--- src/rtl/serial_subtractor.sv ---
// serial_subtractor
//   Bit-serial, LSB-first subtractor computing diff = a - b over WIDTH bits.
//   A single full-subtractor cell and a borrow flop retire one bit per clock.
//   Operands are captured on an accepted start and the result is held until
//   the next completed operation.
//
// Ports
//   clk         rising-edge clock
//   rst_n       asynchronous reset, active low
//   start       request, sampled only while busy = 0
//   a, b        minuend / subtrahend, captured when start is accepted
//   busy        high while an operation is running or completing
//   done        one-cycle pulse when diff/borrow_out/ovf update
//   diff        (a - b) mod 2^WIDTH
//   borrow_out  1 iff a < b (unsigned)
//   ovf         signed (two's-complement) overflow
//
// state  | meaning
// -------+---------------------------------------------------------
// IDLE   | waiting for start; result outputs hold the last result
// RUN    | one bit per clock through the full-subtractor cell
// DONE   | result just updated, done pulse asserted for this cycle

module serial_subtractor #(
  parameter int WIDTH = 8
) (
  input  logic             clk,
  input  logic             rst_n,
  input  logic             start,
  input  logic [WIDTH-1:0] a,
  input  logic [WIDTH-1:0] b,
  output logic             busy,
  output logic             done,
  output logic [WIDTH-1:0] diff,
  output logic             borrow_out,
  output logic             ovf
);

  localparam int CW = (WIDTH > 2) ? $clog2(WIDTH) : 1;
  localparam logic [CW-1:0] LAST_BIT = CW'(WIDTH - 1);

  typedef enum logic [1:0] {
    S_IDLE = 2'd0,
    S_RUN  = 2'd1,
    S_DONE = 2'd2
  } state_t;

  state_t           state_q, state_d;
  logic [WIDTH-1:0] a_sh_q, a_sh_d;
  logic [WIDTH-1:0] b_sh_q, b_sh_d;
  logic [WIDTH-1:0] res_q, res_d;
  logic [CW-1:0]    cnt_q, cnt_d;
  logic             bw_q, bw_d;
  logic             a_msb_q, a_msb_d;
  logic             b_msb_q, b_msb_d;
  logic             busy_q, busy_d;
  logic             done_q, done_d;
  logic [WIDTH-1:0] diff_q, diff_d;
  logic             borrow_q, borrow_d;
  logic             ovf_q, ovf_d;

  // Full-subtractor cell on the current LSBs.
  logic             d_bit;
  logic             bw_next;
  logic [WIDTH-1:0] res_shifted;

  assign d_bit       = a_sh_q[0] ^ b_sh_q[0] ^ bw_q;
  assign bw_next     = (~a_sh_q[0] & b_sh_q[0]) | (~(a_sh_q[0] ^ b_sh_q[0]) & bw_q);
  assign res_shifted = {d_bit, res_q[WIDTH-1:1]};

  always_comb begin
    state_d  = state_q;
    a_sh_d   = a_sh_q;
    b_sh_d   = b_sh_q;
    res_d    = res_q;
    cnt_d    = cnt_q;
    bw_d     = bw_q;
    a_msb_d  = a_msb_q;
    b_msb_d  = b_msb_q;
    done_d   = 1'b0;
    diff_d   = diff_q;
    borrow_d = borrow_q;
    ovf_d    = ovf_q;

    case (state_q)
      S_IDLE: begin
        if (start) begin
          a_sh_d  = a;
          b_sh_d  = b;
          res_d   = '0;
          cnt_d   = '0;
          bw_d    = 1'b0;
          a_msb_d = a[WIDTH-1];
          b_msb_d = b[WIDTH-1];
          state_d = S_RUN;
        end
      end
      S_RUN: begin
        a_sh_d = a_sh_q >> 1;
        b_sh_d = b_sh_q >> 1;
        res_d  = res_shifted;
        bw_d   = bw_next;
        cnt_d  = cnt_q + CW'(1);
        if (cnt_q == LAST_BIT) begin
          // d_bit is the result MSB on the final bit.
          diff_d   = res_shifted;
          borrow_d = bw_next;
          ovf_d    = (a_msb_q != b_msb_q) & (d_bit != a_msb_q);
          done_d   = 1'b1;
          state_d  = S_DONE;
        end
      end
      S_DONE: begin
        state_d = S_IDLE;
      end
      default: begin
        state_d = S_IDLE;
      end
    endcase

    busy_d = (state_d != S_IDLE);
  end

  always_ff @(posedge clk or negedge rst_n) begin
    if (!rst_n) begin
      state_q  <= S_IDLE;
      a_sh_q   <= '0;
      b_sh_q   <= '0;
      res_q    <= '0;
      cnt_q    <= '0;
      bw_q     <= 1'b0;
      a_msb_q  <= 1'b0;
      b_msb_q  <= 1'b0;
      busy_q   <= 1'b0;
      done_q   <= 1'b0;
      diff_q   <= '0;
      borrow_q <= 1'b0;
      ovf_q    <= 1'b0;
    end else begin
      state_q  <= state_d;
      a_sh_q   <= a_sh_d;
      b_sh_q   <= b_sh_d;
      res_q    <= res_d;
      cnt_q    <= cnt_d;
      bw_q     <= bw_d;
      a_msb_q  <= a_msb_d;
      b_msb_q  <= b_msb_d;
      busy_q   <= busy_d;
      done_q   <= done_d;
      diff_q   <= diff_d;
      borrow_q <= borrow_d;
      ovf_q    <= ovf_d;
    end
  end

  assign busy       = busy_q;
  assign done       = done_q;
  assign diff       = diff_q;
  assign borrow_out = borrow_q;
  assign ovf        = ovf_q;

endmodule
--- config.mk ---
export PLATFORM = sky130hd
export DESIGN_NAME = serial_subtractor
export DESIGN_NICKNAME = d
export VERILOG_FILES = /design/src/rtl/serial_subtractor.sv
export SDC_FILE = /design/constraint.sdc
export NUM_CORES = 1
export LEC_CHECK = 0
export CORE_MARGIN = 4
export CORE_UTILIZATION = 45
export DETAILED_ROUTE_END_ITERATION = 12
export GPL_ROUTABILITY_DRIVEN = 0
export PLACE_DENSITY = 0.76
export SLEW_MARGIN = 20
export SYNTH_ARGS = -nofsm -noshare
export SYNTH_HDL_FRONTEND = slang
export SYNTH_SLANG_ARGS = --single-unit
--- constraint.sdc ---
create_clock -name clk -period 5 [get_ports clk]
set_input_delay 1.5 -clock clk [delete_from_list [all_inputs] [get_ports clk]]
set_output_delay 1.5 -clock clk [all_outputs]
set_load 0.02 [all_outputs]
==> impl_metrics.py <==
metrics = {
    "floorplanning": {
        "start_util_pct": 47.8,
        "io_pins": 31,
        "die_x_um": 71.1,
        "core_sq_um": 3740,
        "die_area_sq_um": 5050,
        "die_y_um": 71.1,
        "rows": 22,
    },
    "worst_setup_path": {
        "path_max_fanout": 5,
        "required_ps": 5200,
        "cp-start-kind": "primary input",
        "critical_path_class": "primary input to register",
        "cp.arrival_ps": 2990,
        "end_kind": "register",
    },
    "timing": {
        "fin_ws_ps": 2210,
        "worst_slew_pin_slew_ps": 1060,
        "max_freq_mhz": 358,
        "post-route-min-period_ps": 2790,
        "finalSetupTns_ps": 0,
        "period_share_pct": 55.8,
        "rsz0062_at_grt": "no",
        "setup_viol": 0,
        "hold_viol_final": 0,
        "drv_slew": 0,
        "skew_ps": 11.8,
        "slew_headroom_pct": 29.1,
    },
    "pwr": {
        "ir_drop_mv": 0.276,
        "intPower_mw": 0.854,
        "clockPowerShare_pct": 17.1,
        "power_frac_comb_pct": 38.3,
        "switching_share_pct": 34.6,
        "p_leak_nw": 1.02,
        "net-switching-power_mw": 0.452,
        "power.density_nw_per_um2": 596,
        "seq_power_share_pct": 44.6,
    },
    "global_routing": {
        "grt_pass1_wl_um": 5180,
        "globalRouteOverflowTotal": 0,
        "grt_max_degree": 44,
        "grt_pass1_vias": 1111,
        "grt_usage_pct": 13.3,
        "antenna_found_initial": 0,
    },
    "clock_network": {
        "cts_tree": "built",
        "clkLatencyLatePin_ps": 300,
        "cts.sinks": 43,
        "root_buffer": "clkbuf_8",
        "htreeDepth": 2,
        "clk_path_buf_depth": 2,
        "clkTransAtPathRegs_ps": 90,
        "post_cts_resized": 0,
        "postCtsSetupRepairBufs": 0,
        "cts_hold_buf": 0,
        "cts_buffers": 5,
    },
    "drt": {
        "vias": 1116,
        "routed_via_density": 4.98,
        "dr.pass1.iters": 4,
        "dr.first_iter.drc_count": 44,
        "wl_per_cell_um": 13.6,
        "drc": 0,
        "drtAntennaViolNets": 0,
        "wirelength_um": 3040,
    },
    "synth": {
        "synthCells": 146,
        "syn_nets": 168,
        "ys_ff_latch": 43,
        "avgSynthCellArea_sq_um": 12.3,
        "synth_compound_area_share_pct": 12.3,
        "syn_area_sq_um": 1790,
        "synth_seq_area_share_pct": 60.1,
        "synthMuxAreaShare_pct": 13.6,
        "synth-simple-area-share_pct": 7.06,
        "ys_warn_count": 0,
        "synth.distinct_cells": 23,
        "synth_top_family_by_area": "multiplexers",
        "synthAdderAreaFrac_pct": 2.52,
        "synth-xor-area-share_pct": 0,
    },
    "hold_path": {
        "hold_path_class": "register to register",
    },
    "run": {
        "max_cap_violations": 0,
    },
    "cells_and_area": {
        "fin_nets": 197,
        "layout_common_cells": "dfrtp_1, clkdlybuf4s50_1, o21ai_0",
        "diodes": 0,
        "design_area_sq_um": 2190,
        "final_common_cell": "dfrtp_1",
        "layout-drive-gt1-share_pct": 11.4,
        "syn_to_final_growth_pct": 22.4,
    },
    "placement": {
        "place_area_sq_um": 2100,
        "pre_cts_ws_ps": 1880,
        "port_buffers": 30,
        "dp_hpwl_um": 2120,
    },
    "outcome": {
        "run_status": "completed",
    },
}
critical path, cell delays in order:
cell and delay [ps]:
clkdlybuf4s50_1 590, nor2b_1 290, nor2b_1 250, mux2_2 350
power groups by stage:
stage	Combinational [mW]	Sequential, mW	Clock, mW
CTS	0.510	0.584	0.231
global route	0.558	0.602	0.247
global placement	0.491	0.581	0
detailed placement	0.508	0.590	0
floorplan	0.331	0.616	0
finish	0.500	0.582	0.224
per-stage QoR:
stage	hold slack, ps	std cells	utilization [%]	power [mW]
after CTS	489	224	58.6	1.32
after global routing	519	224	58.6	1.41
after detailed placement	470	216	56.1	1.10
final	483	224	58.6	1.31
after global placement	461	216	55.9	1.07
after floorplan	450	146	-	0.947
synth_stat cells, drive strengths merged:
cell type | n | area, sq um
fa | 1 | 20.0
and2b | 1 | 7.51
and3b | 1 | 8.76
dfrtp | 43 | 1080
o21bai | 1 | 7.51
nor2 | 1 | 3.75
a21oi | 5 | 25.0
buf | 7 | 53.8
a22oi | 1 | 7.51
mux2 | 10 | 113
ha | 2 | 25.0
a22o | 9 | 78.8
o22ai | 1 | 6.26
clkbuf | 1 | 3.75
nand2 | 18 | 67.6
mux2i | 13 | 130
nor2b | 5 | 31.3
nand3b | 1 | 7.51
inv | 6 | 22.5
o21ai | 19 | 95.1
sequential cells by signal, indices dropped and copies added (netlist names):
name / flops
done: 1
busy: 1
bw_q: 1
ovf: 1
b_msb_q: 1
borrow_out: 1
state_q: 2
cnt_q: 3
a_msb_q: 1
diff: 8
res_q: 7
a_sh_q: 8
b_sh_q: 8
logic make-up (layout without fill, tap and decap cells):
logic type / after synthesis / count (layout)
flops: 43 / 43
compound gates: 36 / 36
simple gates: 27 / 27
mux: 23 / 23
buf+inv: 14 / 44
fa+ha+maj: 3 / 3
worst paths after layout:
path                             from        end  slack, ps  depth (start not counted)
min reg2reg                 b_sh_q[1]  b_sh_q[1]        480                          2
max reg2reg                state_q[0]  a_sh_q[0]       3070                          3
max in group asynchronous       rst_n    diff[3]       3100                          1
max                             start    a_msb_q       2210                          4
min                         b_sh_q[1]  b_sh_q[1]        480                          2
min in group asynchronous       rst_n  b_sh_q[3]       1330                          1
layer usage:
metal | global-route usage, % | routed length [um] | up-vias
met5 | 0 | 0 | -
met4 | 6.89 | 72 | 0
met3 | 3.98 | 103 | 6
met2 | 21.2 | 1510 | 15
met1 | 16.3 | 1350 | 536
li1 | - | - | 559
final cells by class:
cell class              count  area (sq um)
fillers                   319          1550
flip-flops and latches     43          1080
multi-input cells          89           646
repair buffers             30           295
clock buffers               5          68.8
well taps                  48          60.1
clock inverters             3          23.8
inverters                   6          22.5
Power figures use the tool's default switching activity.
